`config.mk`:
```
export PLATFORM = sky130hd
export DESIGN_NAME = intadd_acc
export DESIGN_NICKNAME = d
export VERILOG_FILES = /design/src/rtl/intadd_acc.sv
export SDC_FILE = /design/constraint.sdc
export NUM_CORES = 1
export LEC_CHECK = 0
export CAP_MARGIN = 20
export CORE_MARGIN = 3
export CORE_UTILIZATION = 34
export DETAILED_ROUTE_END_ITERATION = 6
export PLACE_DENSITY = 0.65
export SYNTH_ARGS = -nofsm -noshare
export SYNTH_HDL_FRONTEND = slang
export SYNTH_SLANG_ARGS = --single-unit
```
`constraint.sdc`:
```
create_clock -name clk -period 4.2 [get_ports clk]
set_input_delay 1.05 -clock clk [delete_from_list [all_inputs] [get_ports clk]]
set_output_delay 1.05 -clock clk [all_outputs]
set_load 0.01 [all_outputs]
```
`src/rtl/intadd_acc.sv`:
```
// Saturating per-lane integer accumulator that reduces a stream of adder-stage
// beats and counts compare flags across lanes, with a valid/ready handshake on both sides.
module intadd_acc #(
  parameter int LANES = 4,
  parameter int CNT_W = 16
) (
  input  logic                  clk,
  input  logic                  rst_n,
  input  logic                  start,
  input  logic [CNT_W-1:0]      cfg_len,
  input  logic                  cfg_sign,
  input  logic                  in_valid,
  output logic                  in_ready,
  input  logic [32*LANES-1:0]   in_dst,
  input  logic [32*LANES-1:0]   in_st,
  input  logic                  in_last,
  output logic                  out_valid,
  input  logic                  out_ready,
  output logic [32*LANES-1:0]   out_acc,
  output logic [CNT_W-1:0]      out_lt_cnt,
  output logic [CNT_W-1:0]      out_eq_cnt,
  output logic [CNT_W-1:0]      out_gt_cnt,
  output logic [CNT_W-1:0]      out_beats,
  output logic                  busy
);

  localparam logic [1:0] IDLE = 2'd0;
  localparam logic [1:0] ACC  = 2'd1;
  localparam logic [1:0] DONE = 2'd2;

  localparam int POP_W = $clog2(LANES + 1);
  localparam int SUM_W = CNT_W + POP_W;

  logic [1:0]             state_q, state_d;
  logic [CNT_W-1:0]       len_q, len_d;
  logic                   sign_q, sign_d;
  logic [LANES-1:0][31:0] acc_q, acc_d;
  logic [CNT_W-1:0]       lt_q, lt_d, eq_q, eq_d, gt_q, gt_d;
  logic [CNT_W-1:0]       beats_q, beats_d;

  logic                   accept;
  logic                   final_beat;
  logic [CNT_W:0]         beats_inc;
  logic [CNT_W:0]         eff_len;
  logic [POP_W-1:0]       pop_lt, pop_eq, pop_gt;
  logic                   unused_st;

  // Overflow is judged on a 33-bit sum: sign-extended operands in signed mode,
  // zero-extended in unsigned mode.
  function automatic logic [31:0] sat_add(input logic [31:0] a, input logic [31:0] b,
                                          input logic sgn);
    logic [32:0] s;
    if (sgn) begin
      s = {a[31], a} + {b[31], b};
      if (s[32] != s[31]) return s[32] ? 32'h8000_0000 : 32'h7FFF_FFFF;
    end else begin
      s = {1'b0, a} + {1'b0, b};
      if (s[32]) return 32'hFFFF_FFFF;
    end
    return s[31:0];
  endfunction

  function automatic logic [CNT_W-1:0] sat_cnt(input logic [CNT_W-1:0] c,
                                               input logic [POP_W-1:0] p);
    logic [SUM_W-1:0] s;
    s = SUM_W'(c) + SUM_W'(p);
    return (s > SUM_W'({CNT_W{1'b1}})) ? {CNT_W{1'b1}} : s[CNT_W-1:0];
  endfunction

  assign accept     = in_valid && (state_q == ACC);
  assign beats_inc  = {1'b0, beats_q} + {{CNT_W{1'b0}}, 1'b1};
  assign eff_len    = (len_q == '0) ? {{CNT_W{1'b0}}, 1'b1} : {1'b0, len_q};
  assign final_beat = in_last || (beats_inc >= eff_len);
  assign unused_st  = ^in_st;

  // NOTE: every variable gets a default at the top of the block so no path
  // leaves it unassigned; otherwise synthesis infers a latch.
  always_comb begin
    pop_lt = '0;
    pop_eq = '0;
    pop_gt = '0;
    for (int i = 0; i < LANES; i++) begin
      pop_lt = pop_lt + POP_W'(in_st[32*i]);
      pop_eq = pop_eq + POP_W'(in_st[32*i+1]);
      pop_gt = pop_gt + POP_W'(in_st[32*i+2]);
    end
  end

  always_comb begin
    state_d = state_q;
    len_d   = len_q;
    sign_d  = sign_q;
    acc_d   = acc_q;
    lt_d    = lt_q;
    eq_d    = eq_q;
    gt_d    = gt_q;
    beats_d = beats_q;
    case (state_q)
      IDLE: begin
        if (start) begin
          state_d = ACC;
          len_d   = cfg_len;
          sign_d  = cfg_sign;
          acc_d   = '0;
          lt_d    = '0;
          eq_d    = '0;
          gt_d    = '0;
          beats_d = '0;
        end
      end
      ACC: begin
        if (accept) begin
          for (int i = 0; i < LANES; i++) begin
            acc_d[i] = sat_add(acc_q[i], in_dst[32*i +: 32], sign_q);
          end
          lt_d    = sat_cnt(lt_q, pop_lt);
          eq_d    = sat_cnt(eq_q, pop_eq);
          gt_d    = sat_cnt(gt_q, pop_gt);
          beats_d = beats_inc[CNT_W-1:0];
          if (final_beat) state_d = DONE;
        end
      end
      DONE: begin
        if (out_ready) state_d = IDLE;
      end
      default: state_d = IDLE;
    endcase
  end

  // NOTE: state is updated with non-blocking assignments so every flop samples
  // the pre-edge values; blocking here would create order-dependent races.
  // The accumulators are plain registers, cleared by reset because the outputs
  // must read zero while reset is held.
  always_ff @(posedge clk or negedge rst_n) begin
    if (!rst_n) begin
      state_q <= IDLE;
      len_q   <= '0;
      sign_q  <= 1'b0;
      acc_q   <= '0;
      lt_q    <= '0;
      eq_q    <= '0;
      gt_q    <= '0;
      beats_q <= '0;
    end else begin
      state_q <= state_d;
      len_q   <= len_d;
      sign_q  <= sign_d;
      acc_q   <= acc_d;
      lt_q    <= lt_d;
      eq_q    <= eq_d;
      gt_q    <= gt_d;
      beats_q <= beats_d;
    end
  end

  assign in_ready   = (state_q == ACC);
  assign out_valid  = (state_q == DONE);
  assign busy       = (state_q != IDLE);
  assign out_acc    = acc_q;
  assign out_lt_cnt = lt_q;
  assign out_eq_cnt = eq_q;
  assign out_gt_cnt = gt_q;
  assign out_beats  = beats_q;

endmodule

```
# After elaboration in Yosys (flattened, before gate mapping)
# Index checks and enable logic that the tools add are counted.
# classes
bitwise	0
addsub	21
reduce_logical	9
div	0
multipliers	0
n_lt_le_gt_ge	4
eq_ne	10
mux	65
shift	0
# ops
op	count
$mux W32	24
$add A32 B32 Y33	8
$mux W128	2
$pmux W128 S2	1
$mux W16	9
$pmux W16 S2	4
$add A16 B3 Y17	3
$gt A17 B16 Y1 const B	3
$mux W1	20
$add A16 B1 Y17 const B	1
$ge A17 B16 Y1	1
$logic_not A16 Y1	1
$add A2 B1 Y3	3
$add A3 B1 Y3	3
$mux W2	4
$add A1 B1 Y2	3
$ne A2 B1 Y1 const B	3
$pmux W2 S3	1
$ne A1 B1 Y1	4
$reduce_and A4 Y1	1
$reduce_bool A2 Y1	2
$reduce_and A3 Y1	1
$eq A2 B1 Y1 const B	1
$eq A2 B2 Y1 const B	1
other kinds (5)	5
# totals
mem_bits_ro	0
regBits	211
mem_bits_rw	0
in_bits	279
out_inout_bits	195
latchBits	0
n_memories	0
wordCells	120

# Depth between registers and ports, before layout
# depth
ltp_word	9
mapped_depth	15
ltp_nobuf	15

# Worst setup path after synthesis
# No wires, ideal clock.
# synth_timing
kind	input port to flip-flop
from	input in_st[1]
to	register eq_q[11], in the netlist out_eq_cnt[11]
setup_slack_ns	0.294
n_path_buf	2
stages	14
t_arrival_ns	3.820
t_required_ns	4.114
path_cell_list	fa_1 -> inv_1 -> fa_1 -> inv_1 -> fa_1 -> nand2_1 -> or2_2 -> or3_1 -> or2_2 -> clkbuf_1 -> clkbuf_1 -> o21ai_1 -> a21oi_1 -> nor3_1
# synth_between
elab_chain_cells	8
# synth_lines
item	line_no	source
start, declared	15	input logic [32*LANES-1:0] in_st,
$add A1 B1 Y2 (*)	84	pop_eq = pop_eq + POP_W'(in_st[32*i+1]);
$add A2 B1 Y3 (*)	84	
$add A3 B1 Y3 (*)	84	
$add A16 B3 Y17 (*)	66	s = SUM_W'(c) + SUM_W'(p);
$gt A17 B16 Y1	67	return (s > SUM_W'({CNT_W{1'b1}})) ? {CNT_W{1'b1}} : s[CNT_W-1:0];
$mux W16 (*)	67	
$mux W16 (*)	112	if (accept) begin
$pmux W16 S2 (*)	98	case (state_q)
end signal, assigned	150	eq_q <= eq_d;
end, declared	38	logic [CNT_W-1:0] lt_q, lt_d, eq_q, eq_d, gt_q, gt_d;
# Every way passes the cells marked *; elsewhere a longest branch is shown, timed or not. The select of a mux whose other input is x is not followed.
# A chain may end at the register's enable or synchronous reset.

# Worst setup path in the final report
# layout_timing
from	register beats_q[1], in the netlist out_beats[1]
to	register state_q[1]
# layout_between
elab_chain_cells	5
# layout_lines
item	line_no	source
start, declared	39	logic [CNT_W-1:0] beats_q, beats_d;
start signal, assigned	152	beats_q <= beats_d;
$add A16 B1 Y17	71	assign beats_inc = {1'b0, beats_q} + {{CNT_W{1'b0}}, 1'b1};
$ge A17 B16 Y1	73	assign final_beat = in_last || (beats_inc >= eff_len);
$logic_or A1 B1 Y1	73	
$ne A2 B1 Y1 (no source line)	--	
$reduce_and A4 Y1 (no source line)	--	
end signal, assigned	145	state_q <= state_d;
end, declared	34	logic [1:0] state_q, state_d;
# No other way between the ends.

==> reports/results.txt <==
initial antenna violation count -> 7
Clock Latency Late Sink -> 580 ps
final non-filler cell area -> 0.0230 mm2
H-tree levels -> 1
post-placement cell count -> 3129
peak supply drop -> 0.358 mV
final wirelength -> 54.7 mm
P per Cell Area -> 755 mW/mm2
dpl ws -> -300 ps
crit path capture type -> register
Setup TNS -> 0 ps
synthesized cell area -> 0.0168 mm2
RSZ-0062 raised after global routing -> false
Die Width -> 228 um
Avg WL per Cell -> 17.2 um
dpl cell area -> 0.0220 mm2
Synth warnings -> 0
die span in y -> 228 um
Final Cycle Share -> 94.5%
Tmin final -> 3970 ps
grt ovf -> 0
TritonCTS Buffers -> 28
maximum clock path buffer count -> 3
Num Clock Sinks -> 211
fraction of layout cells with a size suffix above 1 -> 9.39%
CTS tree -> done
Final Core Density -> 47.6%
setup violators final -> 0
CP required -> 4660 ps
register bit total from synthesis -> 211
commonest cells after routing, fill and taps aside -> clkdlybuf4s50_1, nand2_1, nor2_1
worst setup path startpoint -> out_beats[1]$_DFFE_PN0P_
CP max FO -> 5
cts hold-fix bufs -> 0
number of synthesized flops with an enable pin -> 0
DR vias -> 16800
FF-to-FF Start -> out_beats[1]$_DFFE_PN0P_
Slew Viols, Final -> 0
CP Launch Type -> register
Post-CTS Resized -> 0
Worst Skew -> 34.4 ps
postcts setup bufs -> 0
prevailing post-synth register cell -> dfrtp_1
first-pass GRT wire length -> 88.4 mm
Post-Syn Nets -> 2508
status -> finished clean
Max-Cap Viols -> 0
commonest non-fill, non-tap cell in the layout -> clkdlybuf4s50_1
Leakage -> 10.3 nW
Rel. slew slack -> 43.7%
Final ANT Viol Nets -> 0
Cells after Synth -> 2068
RD Place Congestion -> 0.900
HP Start -> len_q[0]$_DFFE_PN0P_
drt first pass iters -> 5
pin count of the biggest net entering global routing -> 98
critical path class -> reg2reg
via/cell ratio -> 5.29
Initial DRC Count -> 893
die area -> 0.0522 mm2
vias in the first global route -> 16600
input/output buffers -> 357
Area contributors post-synth -> dfrtp_1, ha_1, nand2_1
Post-synth ARST share -> 100%
Hold WS -> 506 ps
I/O pin cnt -> 474
register area share after synthesis -> 31.4%
final worst setup slack -> 232 ps
FP Rows -> 80
fin nets -> 2943
Worst Path Arrival -> 4430 ps
# DRC -> 0
Fmax -> 252 MHz
hold crit path type -> reg2reg
Root Buffer -> clkbuf_16
Area growth, synth to finish -> 36.8%
Ant. Diodes -> 0
Hold Violations, Final -> 0
top cell type's share of synthesized area -> 31.4%
Slew @ Worst Pin -> 844 ps
Starting Density -> 34.8%
final std cells w/o fill -> 3180
distinct cell type count after synthesis -> 90
Total Routing Usage GR -> 20.3%
mean post-synth cell area -> 8.14 um2
Worst-path clk slew -> 60 ps
area of the core -> 0.0483 mm2
cell taking the most area after synthesis -> dfrtp_1
Final HPWL DP -> 41.3 mm
Total Power -> 17.4 mW
[cell families after synthesis]
kind of cell               share of synthesized area [%]
xor gates and xnor gates                            6.43
AOI/OAI and AO/OA                                   25.3
adders and majority gates                           12.6
DFF                                                 31.4
and+or+nand+nor                                     20.0
muxes                                              0.431
buffers and inverters                               3.90
[layer usage]
layer | track usage, % | wire [um]
met3 | 4.92 | 3580
met2 | 34.7 | 25700
met1 | 25.7 | 23900
met4 | 5.09 | 1420
met5 | 0 | 82
[cell usage after synthesis (all sizes together) (3+ instances only)]
library cell,number
o211ai,12
and4,7
nand4,21
nand2b,23
nand2,267
o21a,24
o21bai,10
o41ai,7
a31o,3
nand3,40
and2,19
a211oi,19
o22ai,4
a221oi,3
nor2b,33
o31ai,16
nor2,215
nor3b,3
ha,148
o21ai,251
xor2,48
fa,13
dfrtp,211
nor3,35
clkbuf,54
a311oi,12
buf,31
a211o,6
and3,37
inv,71
xnor2,73
or3,7
a41oi,7
a21boi,4
a21oi,175
or2,8
nand4b,3
a31oi,34
a21o,60
a22o,7
nor4b,3
mux2i,5
nor4,11
[worst max-delay path: stages, from the launching register on]
cell	delay, ps
dfrtp_1	420
ha_1	260
nand3_1	140
nor2_1	300
and3_1	290
and3_1	260
and2_1	260
nand4_1	140
xnor2_1	260
ha_1	300
nand4_1	100
nor4_1	50
or4_1	420
a21oi_1	190
o21ai_0	160
a32o_1	290
[flip-flops by register name, indices dropped and copies added (netlist names)]
signal	flops
state_q	2
out_eq_cnt	16
sign_q	1
out_acc	128
out_gt_cnt	16
out_beats	16
out_lt_cnt	16
len_q	16
[layout make-up]
class,instances,area (um2)
Clock buffer,36,801
Clock inverter,15,209
Fill cell,4640,25300
Inverter,71,267
Multi-Input combinational cell,1701,10900
Sequential cell,211,5280
Tap cell,656,821
Timing Repair Buffer,490,4710
[final timing paths]
kind	to	slack, ps	cells past startpoint
setup reg to reg	state_q[1]$_DFFE_PN0P_	230	15
hold reg to reg	len_q[0]$_DFFE_PN0P_	510	2
min in group asynchronous	out_acc[121]$_DFFE_PN0P_	550	1
max in group asynchronous	out_gt_cnt[3]$_DFFE_PN0P_	2790	2
setup / recovery	state_q[1]$_DFFE_PN0P_	230	15
hold / removal	len_q[0]$_DFFE_PN0P_	510	2
[where the power goes]
part	internal, mW	switching, mW	total [mW]
Sequential	2.80	0.705	3.51
Clock	1.59	1.02	2.61
Combinational	5.20	6.05	11.3
Power figures use the tool's default switching activity.
